`src/rtl/freq_mon_pkg.sv`:
```
// Purpose: shared state encoding and width helpers for the frequency monitor.
// Latency: n/a (types and constant functions only).
// Backpressure: n/a.
package freq_mon_pkg;

    typedef enum logic [2:0] {
        S_IDLE,
        S_LOAD,
        S_START,
        S_WAIT,
        S_ACCUM,
        S_GAP
    } state_e;

    // The accumulator holds 2^avg_log2 full-scale results without overflow.
    function automatic int sum_width(input int width, input int avg_log2);
        return width + avg_log2;
    endfunction

    // The wait counter must reach (window << 2) + margin.
    function automatic int to_cnt_width(input int width);
        return width + 3;
    endfunction

endpackage

```
`src/rtl/freq_mon_hyst.sv`:
```
// Purpose: bad/good run counters filtering range events into a sticky fault flag.
// Latency: Fault_o updates at the same edge that samples ev_vld.
// Backpressure: none; accepts one event per cycle.
//
// Ports:
//   Clk_ref_i  reference clock
//   Rst_i      synchronous active-high reset
//   ev_vld     one event this cycle
//   ev_bad     event is out of range (1) or in range (0)
//   Fault_o    filtered fault flag
module freq_mon_hyst #(
    parameter int FAULT_CNT = 3
) (
    input  logic Clk_ref_i,
    input  logic Rst_i,
    input  logic ev_vld,
    input  logic ev_bad,
    output logic Fault_o
);

    localparam int RUN_W = 4;
    localparam logic [RUN_W-1:0] RUN_MAX = RUN_W'(FAULT_CNT);

    logic [RUN_W-1:0] bad_run;
    logic [RUN_W-1:0] good_run;
    logic [RUN_W-1:0] bad_nxt;
    logic [RUN_W-1:0] good_nxt;

    // Runs saturate so a long streak never wraps back below the threshold.
    always_comb begin
        bad_nxt  = (bad_run == RUN_MAX) ? bad_run : bad_run + 1'b1;
        good_nxt = (good_run == RUN_MAX) ? good_run : good_run + 1'b1;
    end

    always_ff @(posedge Clk_ref_i) begin
        if (Rst_i) begin
            bad_run  <= '0;
            good_run <= '0;
            Fault_o  <= 1'b0;
        end else if (ev_vld) begin
            if (ev_bad) begin
                good_run <= '0;
                bad_run  <= bad_nxt;
                if (bad_nxt == RUN_MAX) begin
                    Fault_o <= 1'b1;
                end
            end else begin
                bad_run  <= '0;
                good_run <= good_nxt;
                if (good_nxt == RUN_MAX) begin
                    Fault_o <= 1'b0;
                end
            end
        end
    end

endmodule

```
`src/rtl/freq_monitor_ctrl.sv`:
```
// Purpose: sequences counter measurements, averages results, range-checks the average.
// Latency: Start_o 3 cycles after Enable_i; Avg_valid_o/Fault_o 1 cycle after Finish_i.
// Backpressure: none; Finish_i is only accepted while waiting for a measurement.
//
// Ports:
//   Clk_ref_i, Rst_i          reference clock, synchronous active-high reset
//   Enable_i, C_cfg_i         run control and requested window length
//   Thr_lo_i, Thr_hi_i        inclusive in-range limits for the average
//   Start_o, C_o              start pulse and latched window to the counter
//   Result_i, Finish_i        counter result and completion pulse
//   Avg_o, Avg_valid_o        last average and its update pulse
//   Fault_o, Timeout_o        filtered range fault, measurement timeout pulse
//   Busy_o                    high while not idle
module freq_monitor_ctrl
    import freq_mon_pkg::*;
#(
    parameter int WIDTH     = 16,
    parameter int AVG_LOG2  = 2,
    parameter int FAULT_CNT = 3,
    parameter int TO_MARGIN = 32,
    parameter int GAP_CYC   = 4
) (
    input  logic             Clk_ref_i,
    input  logic             Rst_i,
    input  logic             Enable_i,
    input  logic [WIDTH-1:0] C_cfg_i,
    input  logic [WIDTH-1:0] Thr_lo_i,
    input  logic [WIDTH-1:0] Thr_hi_i,
    output logic             Start_o,
    output logic [WIDTH-1:0] C_o,
    input  logic [WIDTH-1:0] Result_i,
    input  logic             Finish_i,
    output logic [WIDTH-1:0] Avg_o,
    output logic             Avg_valid_o,
    output logic             Fault_o,
    output logic             Timeout_o,
    output logic             Busy_o
);

    localparam int SUM_W = sum_width(WIDTH, AVG_LOG2);
    localparam int TO_W  = to_cnt_width(WIDTH);
    localparam int CNT_W = AVG_LOG2 + 1;
    localparam int GAP_W = $clog2(GAP_CYC);
    localparam logic [CNT_W-1:0] CNT_FULL = CNT_W'(2 ** AVG_LOG2);
    localparam logic [GAP_W-1:0] GAP_LAST = GAP_W'(GAP_CYC - 1);

    state_e           state;
    logic [SUM_W-1:0] sum_q;
    logic [CNT_W-1:0] cnt_q;
    logic [TO_W-1:0]  wait_q;
    logic [GAP_W-1:0] gap_q;

    logic [TO_W-1:0]  wait_nxt;
    logic [TO_W-1:0]  to_limit;
    logic [WIDTH-1:0] avg_now;
    logic             to_hit;
    logic             avg_full;
    logic             avg_bad;
    logic             ev_vld;
    logic             ev_bad;

    // The match is taken on the incremented value so Timeout_o lands exactly
    // (C_o << 2) + TO_MARGIN cycles after the Start_o cycle.
    assign wait_nxt = wait_q + 1'b1;
    assign to_limit = (TO_W'(C_o) << 2) + TO_W'(TO_MARGIN);
    assign to_hit   = (state == S_WAIT) && !Finish_i && (wait_nxt == to_limit);

    assign avg_full = (state == S_ACCUM) && (cnt_q == CNT_FULL);
    assign avg_now  = WIDTH'(sum_q >> AVG_LOG2);
    // Inverted limits make both comparisons able to fire, so every average is bad.
    assign avg_bad  = (avg_now < Thr_lo_i) || (avg_now > Thr_hi_i);

    // Events are decoded combinationally so the hysteresis register updates
    // on the same edge as Avg_valid_o / Timeout_o.
    assign ev_vld = to_hit || avg_full;
    assign ev_bad = to_hit || avg_bad;

    always_ff @(posedge Clk_ref_i) begin
        if (Rst_i) begin
            state       <= S_IDLE;
            sum_q       <= '0;
            cnt_q       <= '0;
            wait_q      <= '0;
            gap_q       <= '0;
            C_o         <= '0;
            Avg_o       <= '0;
            Start_o     <= 1'b0;
            Avg_valid_o <= 1'b0;
            Timeout_o   <= 1'b0;
            Busy_o      <= 1'b0;
        end else begin
            Start_o     <= 1'b0;
            Avg_valid_o <= 1'b0;
            Timeout_o   <= 1'b0;
            case (state)
                S_IDLE: begin
                    sum_q <= '0;
                    cnt_q <= '0;
                    if (Enable_i && (C_cfg_i != '0)) begin
                        state  <= S_LOAD;
                        Busy_o <= 1'b1;
                    end
                end
                S_LOAD: begin
                    C_o   <= C_cfg_i;
                    state <= S_START;
                end
                S_START: begin
                    Start_o <= 1'b1;
                    wait_q  <= '0;
                    state   <= S_WAIT;
                end
                S_WAIT: begin
                    wait_q <= wait_nxt;
                    // Finish_i takes priority over a coincident timeout match.
                    if (Finish_i) begin
                        sum_q <= sum_q + SUM_W'(Result_i);
                        cnt_q <= cnt_q + 1'b1;
                        state <= S_ACCUM;
                    end else if (wait_nxt == to_limit) begin
                        Timeout_o <= 1'b1;
                        sum_q     <= '0;
                        cnt_q     <= '0;
                        gap_q     <= '0;
                        state     <= S_GAP;
                    end
                end
                S_ACCUM: begin
                    if (avg_full) begin
                        Avg_o       <= avg_now;
                        Avg_valid_o <= 1'b1;
                        sum_q       <= '0;
                        cnt_q       <= '0;
                    end
                    gap_q <= '0;
                    state <= S_GAP;
                end
                S_GAP: begin
                    if (gap_q == GAP_LAST) begin
                        if (Enable_i) begin
                            state <= S_LOAD;
                        end else begin
                            // A partial average is discarded on the way to idle.
                            state  <= S_IDLE;
                            Busy_o <= 1'b0;
                            sum_q  <= '0;
                            cnt_q  <= '0;
                        end
                    end else begin
                        gap_q <= gap_q + 1'b1;
                    end
                end
                default: begin
                    state  <= S_IDLE;
                    Busy_o <= 1'b0;
                end
            endcase
        end
    end

    freq_mon_hyst #(
        .FAULT_CNT(FAULT_CNT)
    ) u_hyst (
        .Clk_ref_i(Clk_ref_i),
        .Rst_i    (Rst_i),
        .ev_vld   (ev_vld),
        .ev_bad   (ev_bad),
        .Fault_o  (Fault_o)
    );

endmodule

```
`config.mk`:
```
export PLATFORM = sky130hd
export DESIGN_NAME = freq_monitor_ctrl
export DESIGN_NICKNAME = d
export VERILOG_FILES = /design/src/rtl/freq_mon_pkg.sv /design/src/rtl/freq_mon_hyst.sv /design/src/rtl/freq_monitor_ctrl.sv
export SDC_FILE = /design/constraint.sdc
export NUM_CORES = 1
export LEC_CHECK = 0
export CORE_UTILIZATION = 54
export DETAILED_ROUTE_END_ITERATION = 6
export PLACE_DENSITY_LB_ADDON = 0.1
export SLEW_MARGIN = 20
export SYNTH_ARGS = -nofsm -noshare
export SYNTH_HDL_FRONTEND = slang
export SYNTH_SLANG_ARGS = --single-unit
```
`constraint.sdc`:
```
create_clock -name Clk_ref_i -period 4.75 [get_ports Clk_ref_i]
set_clock_uncertainty 0.15 [all_clocks]
set_input_delay 0.475 -clock Clk_ref_i [delete_from_list [all_inputs] [get_ports Clk_ref_i]]
set_output_delay 0.475 -clock Clk_ref_i [all_outputs]
set_load 0.03 [all_outputs]
```
# Word level (Yosys, flattened, before mapping)
# Index checks and enable logic that the tools add are counted.
[word_totals] reg_bits=90 elab_cells=107
[op_classes] add_sub_neg=7 n_lt_le_gt_ge=2 n_eq_ne=21 muxes=37 bitwise_logic=3 reduce_logical=23
[op_table] cell="18-bit 2-to-1 mux" count=5
[op_table] cell="18-bit case mux with 4 select lines" count=1
[op_table] cell="19-bit case mux with 2 select lines" count=1
[op_table] cell="3-bit 2-to-1 mux" count=9
[op_table] cell="18-bit by 6-bit adder with 19-bit output, second input constant" count=1
[op_table] cell="19-bit by 1-bit adder with 19-bit output, second input constant" count=1
[op_table] cell="19-bit equality test" count=1
[op_table] cell="18-bit by 16-bit adder with 18-bit output" count=1
[op_table] cell="3-bit case mux with 6 select lines" count=1
[op_table] cell="4-bit by 2-bit equality test with 1-bit output, second input constant" count=4
[op_table] cell="16-bit greater-than comparator" count=1
[op_table] cell="16-bit less-than comparator" count=1
[op_table] cell="4-bit 2-to-1 mux" count=4
[op_table] cell="16-bit nonzero test" count=1
[op_table] cell="2-bit inequality test, second input constant" count=6
[op_table] cell="3-bit case mux with 4 select lines" count=1
[op_table] cell="1-bit 2-to-1 mux" count=10
[op_table] cell="3-bit equality test, second input constant" count=3
[op_table] cell="4-bit by 1-bit adder with 4-bit output, second input constant" count=2
[op_table] cell="4-bit AND reduction" count=2
[op_table] cell="3-bit by 2-bit equality test with 1-bit output, second input constant" count=2
[op_table] cell="2-bit 2-to-1 mux" count=3
[op_table] cell="2-bit case mux with 3 select lines" count=1
[op_table] cell="3-bit AND reduction" count=2
[op_table] cell="20 further kinds" count=29

# Logic depth before layout (Yosys ltp)
# Gate-level depths: netlist of run 1.
[logic_depth] word_depth=6 mapped_depth=13 ltp_nobuf=13

# Hierarchy
# A second synthesis of run 1 with hierarchy kept.
[unflattened] hier_cells=763 area_unflattened_um2=6027.0
[modules_own_cells] mod="freq_monitor_ctrl" n_inst=1 cells_each=695 area_each_um2=5437.7 seq_area_each_um2=1621.6
[modules_own_cells] mod="freq_mon_hyst" n_inst=1 cells_each=68 area_each_um2=589.3 seq_area_each_um2=180.2

# Worst setup path after synthesis of run 1
# No wires, ideal clock.
[synth_path] kind="register -> register" startpoint="reg wait_q[0]" endpoint="reg u_hyst.good_run[0]" arrival_ps=3297 slack_ps=1185 stages_incl_launch_ff=13 n_path_buf=1 path_cell_list="dfxtp_1 ha_1 nand3_1 or4_4 or3_4 xnor2_2 or4_1 a211oi_2 o2111ai_4 and3_2 clkbuf_1 a21oi_1 o21ai_1"
[synth_via] elab_chain_len=5
[synth_rtl] item="from (decl)" line_no="freq_monitor_ctrl.sv:50" rtl="logic [TO_W-1:0] wait_q;"
[synth_rtl] item="from (signal assigned)" line_no="freq_monitor_ctrl.sv:114" rtl="wait_q <= wait_nxt;"
[synth_rtl] item="19-bit by 1-bit adder with 19-bit output (*)" line_no="freq_monitor_ctrl.sv:64" rtl="assign wait_nxt = wait_q + 1'b1;"
[synth_rtl] item="19-bit equality test (*)" line_no="freq_monitor_ctrl.sv:66" rtl="assign to_hit = (state == S_WAIT) && !Finish_i && (wait_nxt == to_limit);"
[synth_rtl] item="1-bit logical AND (*)" line_no="freq_monitor_ctrl.sv:66"
[synth_rtl] item="1-bit logical OR" line_no="freq_monitor_ctrl.sv:76" rtl="assign ev_bad = to_hit || avg_bad;"
[synth_rtl] item="4-bit 2-to-1 mux" line_no="freq_mon_hyst.sv:41" rtl="if (ev_bad) begin"
[synth_rtl] item="to (signal assigned)" line_no="freq_mon_hyst.sv:49" rtl="good_run <= good_nxt;"
[synth_rtl] item="to (decl)" line_no="freq_mon_hyst.sv:25" rtl="logic [RUN_W-1:0] good_run;"
# Every way passes the cells marked *; elsewhere a longest branch is shown, timed or not.
# A chain may end at the register's enable or synchronous reset.

# Worst setup path in the final report of run 1
[layout_path] startpoint="reg wait_q[0]" endpoint="reg u_hyst.bad_run[1]"
[layout_via] elab_chain_len=5
[layout_rtl] item="19-bit by 1-bit adder with 19-bit output (*)" line_no="freq_monitor_ctrl.sv:64"
[layout_rtl] item="19-bit equality test (*)" line_no="freq_monitor_ctrl.sv:66"
[layout_rtl] item="1-bit logical AND (*)" line_no="freq_monitor_ctrl.sv:66"
[layout_rtl] item="1-bit logical OR" line_no="freq_monitor_ctrl.sv:76"
[layout_rtl] item="4-bit 2-to-1 mux" line_no="freq_mon_hyst.sv:41"
[layout_rtl] item="to (signal assigned)" line_no="freq_mon_hyst.sv:43" rtl="bad_run <= bad_nxt;"
[layout_rtl] item="to (decl)" line_no="freq_mon_hyst.sv:24" rtl="logic [RUN_W-1:0] bad_run;"
# Marks and branches as above.

==> flow_metrics.tcl, run 1 <==
set metrics [dict create \
    post_layout_utilization_of_the_core 0.689 \
    postSynthAreaPerCell_um2 7.74 \
    areaGrowthSynthToFinish_pct 23.2 \
    number_of_drc_markers_in_iteration_0 393 \
    p_leak_uw 0.00301 \
    grt_pass1_wl_um 28200 \
    ys_warn_count 0 \
    post-dp-hpwl_um 13000 \
    cts.sinks 90 \
    min_period_ns 3.95 \
    worst_path_dominant_cell_family "simple AND/OR/NAND/NOR gates" \
    synth.area.mux_share 0.0119 \
    critical_path_buf_inv_count 0 \
    port_buffers 104 \
    clkTransAtPathRegs_ns 0.07 \
    prevailing_post_synth_register_cell "sky130_fd_sc_hd__dfxtp_1" \
    track_usage 0.307 \
    total_via_count_in_the_routed_design 6008 \
    syn_nets 913 \
    setup.worst_path.start_class "register" \
    multi_input_comb_area_mm2 0.00396 \
    dieHeight_um 108 \
    dominant_combinational_cell_family_by_area_after_synthesis "simple AND/OR/NAND/NOR gates" \
    drt_first_pass_iters 5 \
    fmaxAchievable_ghz 0.253 \
    cts-root-to-sink-buffers 2 \
    setup_ws_ns 0.796 \
    hold_buffers 0 \
    post_cts_resize_count 0 \
    initial_core_util 0.559 \
    maximum_number_of_pins_on_one_net_before_global_route_repair 40 \
    cts_tree "done" \
    route.detailed.drc 0 \
    hold_class "reg2reg" \
    postCtsSetupBuffers 0 \
    outcome "completed" \
    cellPowerDensity_mw_per_mm2 308 \
    final.fill_count 930 \
    worst_pin_slew_ns 0.762 \
    synth-xor-area-share 0.0614 \
    critical_path.slowest_cell "sky130_fd_sc_hd__or4_1" \
    synth_compound_gate_area_share 0.216 \
    drive_gt1_frac 0.0522 \
    timing.setup.tns_ns 0 \
    cts_htree_levels 3 \
    place_congestion 0.923 \
    crit_type "reg2reg" \
    grt_antenna_before_repair 0 \
    rsz0062_at_grt "no" \
    setup-violations-final 0 \
    num_io_pins 105 \
    number_of_enable_type_register_cells_in_the_synthesized_netlist 0 \
    layout_common_cells "sky130_fd_sc_hd__nand2_1, sky130_fd_sc_hd__clkdlybuf4s50_1, sky130_fd_sc_hd__dfxtp_1, sky130_fd_sc_hd__a21oi_1, sky130_fd_sc_hd__inv_1" \
    worst_setup_path_end_kind "register" \
    chipWidth_um 108 \
    timing.final.hold_violations 0 \
    synth_area_mm2 0.00611 \
    routed_wl_um 17200 \
    routed_via_density 5.88 \
    synth_simple_gate_area_frac 0.244 \
    num_rows 38 \
    asr_flop_ratio_synth 0 \
    antenna-diode-count 0 \
    grt_overflow_total 0 \
    layout.nets 1000 \
    critical_path_peak_fanout 9 \
    critical_path.cell_chain "ha_1, nand3_1, or4_4, or3_4, xnor2_2, or4_1, a211oi_2, o2111ai_4, o21a_4, or3_1, o22ai_1" \
    final-max-slew-violation-count 0 \
    cts_made_buffers 9 \
    synthCells 790 \
    setup_ws_pre_cts_ns 0.860 \
    number_of_global_route_vias_before_repair 5934 \
    insertion_delay_of_the_later_clocked_pin_in_the_worst_skew_pair_ns 0.35 \
    slew_headroom 0.492 \
    yosys.cell_types.count 77 \
    max-vdd-ir-drop_v 0.000200 \
    die_area_mm2 0.0118 \
    yosys_register_bits 90 \
    core_area_mm2 0.0109 \
    clock-root-buffer "sky130_fd_sc_hd__clkbuf_16" \
    final_min_period_over_clock_period 0.832 \
    wire_length_per_cell_after_detailed_routing_um 16.8 \
    required_ns 4.88 \
    max_stage_delay_ns 0.56 \
    synth_seq_area_share 0.295 \
    seq_area_mm2 0.00180 \
    maxCapViolations 0 \
    postRouteAntennaNets 0 \
    layout_commonest_cell "sky130_fd_sc_hd__nand2_1" \
    yosys.area_share.adder 0.114 \
    cp.arrival_ns 4.08 \
]
==> synthesized netlist by cell type, types with 3 or more instances <==
cell                       instances  area [um2]
sky130_fd_sc_hd__o21bai_1          4        30.0
sky130_fd_sc_hd__dfxtp_1          90        1800
sky130_fd_sc_hd__a211oi_1          9        67.6
sky130_fd_sc_hd__o21ai_1           9        45.0
sky130_fd_sc_hd__and2_1            3        18.8
sky130_fd_sc_hd__a31oi_1           4        25.0
sky130_fd_sc_hd__nor2b_1           5        31.3
sky130_fd_sc_hd__o21a_1            7        52.6
sky130_fd_sc_hd__buf_2             6        30.0
sky130_fd_sc_hd__or3_1             9        56.3
sky130_fd_sc_hd__nand3_1          25         125
sky130_fd_sc_hd__nor4_1           12        75.1
sky130_fd_sc_hd__nand2_1         120         450
sky130_fd_sc_hd__nand2b_1          5        31.3
sky130_fd_sc_hd__xor2_1           11        96.3
sky130_fd_sc_hd__nor3_1           28         140
sky130_fd_sc_hd__buf_4             3        22.5
sky130_fd_sc_hd__inv_1            55         206
sky130_fd_sc_hd__and4_1            4        35.0
sky130_fd_sc_hd__clkbuf_1         24        90.1
sky130_fd_sc_hd__a21oi_1          79         395
sky130_fd_sc_hd__nor2_1           43         161
sky130_fd_sc_hd__o21ai_0          30         150
sky130_fd_sc_hd__a21boi_0          3        22.5
sky130_fd_sc_hd__xnor2_1          30         263
sky130_fd_sc_hd__ha_1             54         676
sky130_fd_sc_hd__nand4_1          18         113
sky130_fd_sc_hd__a22o_1           15         131
sky130_fd_sc_hd__a21o_1           12        90.1
sky130_fd_sc_hd__mux2i_1           5        50.1
sky130_fd_sc_hd__and3_1           10        62.6
sky130_fd_sc_hd__o41ai_1           4        35.0
==> cell type report <==
cell class	instances	area share
Clock buffer	11	0.0309
Clock inverter	5	0.00797
Inverter	56	0.0279
Multi-Input combinational cell	609	0.526
Sequential cell	90	0.239
Tap cell	140	0.0233
Timing Repair Buffer	111	0.145
==> state kept, by name (all words and copies together), names as in the netlist, 2 cells and up <==
signal / cells
u_hyst.bad_run: 4
u_hyst.good_run: 4
wait_q: 19
Avg_o: 16
cnt_q: 3
C_o: 16
sum_q: 18
gap_q: 2
state: 3
==> worst min-delay path, stage by stage (launching register included) <==
cell and delay, ns:
sky130_fd_sc_hd__dfxtp_1 0.31, sky130_fd_sc_hd__nand2_1 0.05, sky130_fd_sc_hd__a21oi_1 0.05
==> power breakdown <==
group	internal, uW	total (uW)	switching [uW]	leakage [uW]
clock	411	723	312	0.000141
combinational	292	714	423	0.00215
sequential	802	884	81.7	0.000727
==> kinds of logic (layout without fill, tap and decap cells) <==
| logic type | after synthesis | count (layout) |
|---|---|---|
| simple gates | 304 | 304 |
| compound gates | 201 | 201 |
| buf+inv | 91 | 183 |
| flops | 90 | 90 |
| fa+ha+maj | 55 | 55 |
| xor+xnor | 42 | 42 |
| mux | 7 | 7 |
==> metal layers <==
| metal | track usage | routed length, um | up-vias |
|---|---|---|---|
| met1 | 0.341 | 7030 | 2773 |
| met3 | 0.0579 | 921 | 48 |
| li1 | - | - | 2983 |
| met4 | 0.157 | 631 | 0 |
| met2 | 0.552 | 8620 | 204 |
| met5 | 0 | 0 | - |
==> worst paths after layout <==
path / startpoint / endpoint / slack, ns / cells after the start
worst min register to register: Avg_o[4]$_SDFFE_PP0P_ / Avg_o[4]$_SDFFE_PP0P_ / 0.30 / 2
worst min-delay path: Avg_o[4]$_SDFFE_PP0P_ / Avg_o[4]$_SDFFE_PP0P_ / 0.30 / 2
worst max register to register: wait_q[0]$_SDFFE_PP0P_ / u_hyst.bad_run[1]$_SDFFE_PP0P_ / 0.80 / 11
worst max-delay path: wait_q[0]$_SDFFE_PP0P_ / u_hyst.bad_run[1]$_SDFFE_PP0P_ / 0.80 / 11
==> per-stage QoR <==
step | power (uW) | cells | instance area (um2) | hold slack (ns)
2_1_floorplan | 1350 | 790 | 6110 | 0.296
3_3_place_gp | 1590 | 1006 | 7230 | 0.293
3_5_place_dp | 1600 | 1006 | 7230 | 0.297
4_1_cts | 2330 | 1022 | 7520 | 0.306
5_1_grt | 2430 | 1022 | 7530 | 0.328
6_report | 2320 | 1022 | 7530 | 0.304
No activity file was read; power rests on OpenSTA's default activity.
==> run 2: changes to the inputs <==
Settings changed: CORE_UTILIZATION 54 to 49.
Clock period 4.75 ns to 3.2 ns, I/O delays scaled along.
==> run 2 against run 1 <==
  * The flow now finishes with violations (negative setup slack)
  * Combinational power grew 62%
  * Critical endpoint unchanged
  * Hold slack gained 0.0025 ns
  * Setup slack lost 0.98 ns
  * Clock-buffer cell count shrank 1
  * Final area grew 6.9%
  * Non-clock buffer count grew 49
  * Cell count grew 7.4%
  * Sequential power grew 47%
  * Register-to-register slack lost 0.98 ns
  * Clock power grew 40%
  * Routed wire length grew 5.8%
==> flow_metrics.tcl, run 2 (synthesis results as in run 1) <==
set metrics [dict create \
    number_of_global_route_vias_before_repair 6049 \
    num_rows 40 \
    final.fill_count 1021 \
    crit_type "reg2reg" \
    route.detailed.drc 0 \
    worst_r2r_startpoint "wait_q[0]$_SDFFE_PP0P_" \
    failed_checks "negative setup slack" \
    num_io_pins 105 \
    port_buffers 104 \
    routed_via_density 5.64 \
    switchingPower_uw 1270 \
    critical_path_peak_fanout 4 \
    die_area_mm2 0.0129 \
    switching_share 0.366 \
    cts_htree_levels 3 \
    core_area_mm2 0.0121 \
    reg2reg_slack_ns -0.18 \
    min_period_ns 3.38 \
    internal_power_summed_over_all_cells_uw 2200 \
    reg.largest.list "wait_q: 19 flops, sum_q: 18 flops" \
    layout_common_cells "sky130_fd_sc_hd__nand2_1, sky130_fd_sc_hd__clkdlybuf4s50_1, sky130_fd_sc_hd__dfxtp_1, sky130_fd_sc_hd__a21oi_1" \
    clock-root-buffer "sky130_fd_sc_hd__clkbuf_16" \
    track_usage 0.292 \
    place_congestion 0.921 \
    post-dp-hpwl_um 13800 \
    timing.setup.tns_ns -2.37 \
    worst_path_dominant_cell_family "simple AND/OR/NAND/NOR gates" \
    min_delay_path_depth 2 \
    cts-root-to-sink-buffers 2 \
    final_min_period_over_clock_period 1.06 \
    number_of_drc_markers_in_iteration_0 384 \
    worst_pin_slew_ns 0.917 \
    layout.nets 1049 \
    worst_r2r_path_depth 11 \
    fmaxAchievable_ghz 0.296 \
    drt_first_pass_iters 5 \
    p_comb_frac 0.334 \
    max_stage_delay_ns 0.50 \
    critical_path_buf_inv_count 0 \
    outcome "complete, but fails checks" \
    p_leak_uw 0.00327 \
    power_share_of_the_sequential_group 0.374 \
    drive_gt1_frac 0.129 \
    wire_length_per_cell_after_detailed_routing_um 16.6 \
    routed_wl_um 18200 \
    postRouteAntennaNets 0 \
    cellPowerDensity_mw_per_mm2 431 \
    rsz0062_at_grt "yes" \
    final_design_area_no_fill_mm2 0.00805 \
    setup-violations-final 31 \
    hp-start "Avg_o[5]$_SDFFE_PP0P_" \
    critical_path.cell_chain "ha_4, nand3_4, or4_4, or3_4, xnor2_2, or4_4, a211oi_4, o2111ai_4, o21a_4, or3_4, o22ai_2" \
    max-vdd-ir-drop_v 0.000261 \
    dieHeight_um 114 \
    maxCapViolations 0 \
    placed_area_mm2 0.00768 \
    setup.worst_path.start_class "register" \
    initial_core_util 0.507 \
    clkTransAtPathRegs_ns 0.07 \
    antenna-diode-count 0 \
    max_flop_register "wait_q" \
    layout_commonest_cell "sky130_fd_sc_hd__nand2_1" \
    setup_ws_pre_cts_ns -0.271 \
    final-max-slew-violation-count 0 \
    timing.final.hold_violations 0 \
    portion_of_total_power_attributed_to_the_clock_network 0.292 \
    maximum_number_of_pins_on_one_net_before_global_route_repair 41 \
    min_to "Avg_o[5]$_SDFFE_PP0P_" \
    cts_made_buffers 9 \
    cts_tree "done" \
    power.total_uw 3470 \
    required_ns 3.34 \
    critical_path.slowest_cell "sky130_fd_sc_hd__or4_4" \
    grt_pass1_wl_um 29600 \
    cp.arrival_ns 3.51 \
    cts.sinks 90 \
    grt_antenna_before_repair 0 \
    total_via_count_in_the_routed_design 6188 \
    hold_class "reg2reg" \
    setup_ws_ns -0.180 \
    areaGrowthSynthToFinish_pct 31.7 \
    slew_headroom 0.389 \
    grt_overflow_total 0 \
    largest_register_ffs 19 \
    chipWidth_um 114 \
    worst_setup_path_end_kind "register" \
    rr_endpoint "u_hyst.bad_run[1]$_SDFFE_PP0P_" \
    insertion_delay_of_the_later_clocked_pin_in_the_worst_skew_pair_ns 0.35 \
]
[run 2: layout make-up]
class                           instances  area [um2]  share of cell area
Inverter                               56         210              0.0261
Sequential cell                        90        1810               0.225
Clock inverter                          5        40.0             0.00497
Timing Repair Buffer                  160        1470               0.182
Tap cell                              168         210              0.0261
Multi-Input combinational cell        609        4080               0.507
Clock buffer                           10         229              0.0284
[run 2: worst max path at each step]
| stage | endpoint | startpoint | cells after the start |
|---|---|---|---|
| 2_1_floorplan | u_hyst.bad_run[1]$_SDFFE_PP0P_ | wait_q[0]$_SDFFE_PP0P_ | 11 |
| 3_3_place_gp | u_hyst.bad_run[1]$_SDFFE_PP0P_ | wait_q[0]$_SDFFE_PP0P_ | 11 |
| 3_5_place_dp | u_hyst.bad_run[2]$_SDFFE_PP0P_ | wait_q[0]$_SDFFE_PP0P_ | 11 |
| 4_1_cts | u_hyst.bad_run[1]$_SDFFE_PP0P_ | wait_q[0]$_SDFFE_PP0P_ | 11 |
| 5_1_grt | gap_q[1]$_SDFFE_PP0P_ | wait_q[0]$_SDFFE_PP0P_ | 12 |
| 6_report | u_hyst.bad_run[1]$_SDFFE_PP0P_ | wait_q[0]$_SDFFE_PP0P_ | 11 |
[run 2: stage by stage]
step / hold slack (ns) / util / std cells
2_1_floorplan: 0.296 / - / 790
3_3_place_gp: 0.293 / 0.637 / 1079
3_5_place_dp: 0.298 / 0.637 / 1079
4_1_cts: 0.306 / 0.666 / 1097
5_1_grt: 0.326 / 0.668 / 1098
6_report: 0.307 / 0.668 / 1098
[run 2: metal layers]
layer | track usage | share of wire | vias to the layer above
met1 | 0.384 | 0.46 | 2894
met2 | 0.469 | 0.46 | 179
met3 | 0.0590 | 0.058 | 39
met4 | 0.113 | 0.023 | 0
met5 | 0 | 0 | -
li1 | - | - | 3076
[run 2: worst register-to-register path, cell delays in order (launching register included)]
cell	delay, ns
sky130_fd_sc_hd__dfxtp_4	0.36
sky130_fd_sc_hd__ha_4	0.15
sky130_fd_sc_hd__nand3_4	0.08
sky130_fd_sc_hd__or4_4	0.44
sky130_fd_sc_hd__or3_4	0.36
sky130_fd_sc_hd__xnor2_2	0.15
sky130_fd_sc_hd__or4_4	0.50
sky130_fd_sc_hd__a211oi_4	0.26
sky130_fd_sc_hd__o2111ai_4	0.18
sky130_fd_sc_hd__o21a_4	0.17
sky130_fd_sc_hd__or3_4	0.37
sky130_fd_sc_hd__o22ai_2	0.14
[run 2: repair_timing]
action / CTS / global route
pin swaps: 3 / 2
resized for setup: 10 / 3
setup buffers: 3 / 1
hold buffers: 0 / 0
endpoints found under the setup margin: 31 / 33
gates cloned: 0 / 0
[run 2: power by group through the flow]
| stage | combinational [uW] | sequential [uW] | clock [uW] |
|---|---|---|---|
| global placement | 1110 | 1310 | 0 |
| detailed placement | 1130 | 1320 | 0 |
| CTS | 1140 | 1300 | 1020 |
| global route | 1260 | 1310 | 1070 |
| finish | 1160 | 1300 | 1010 |
| floorplan | 638 | 1370 | 0 |
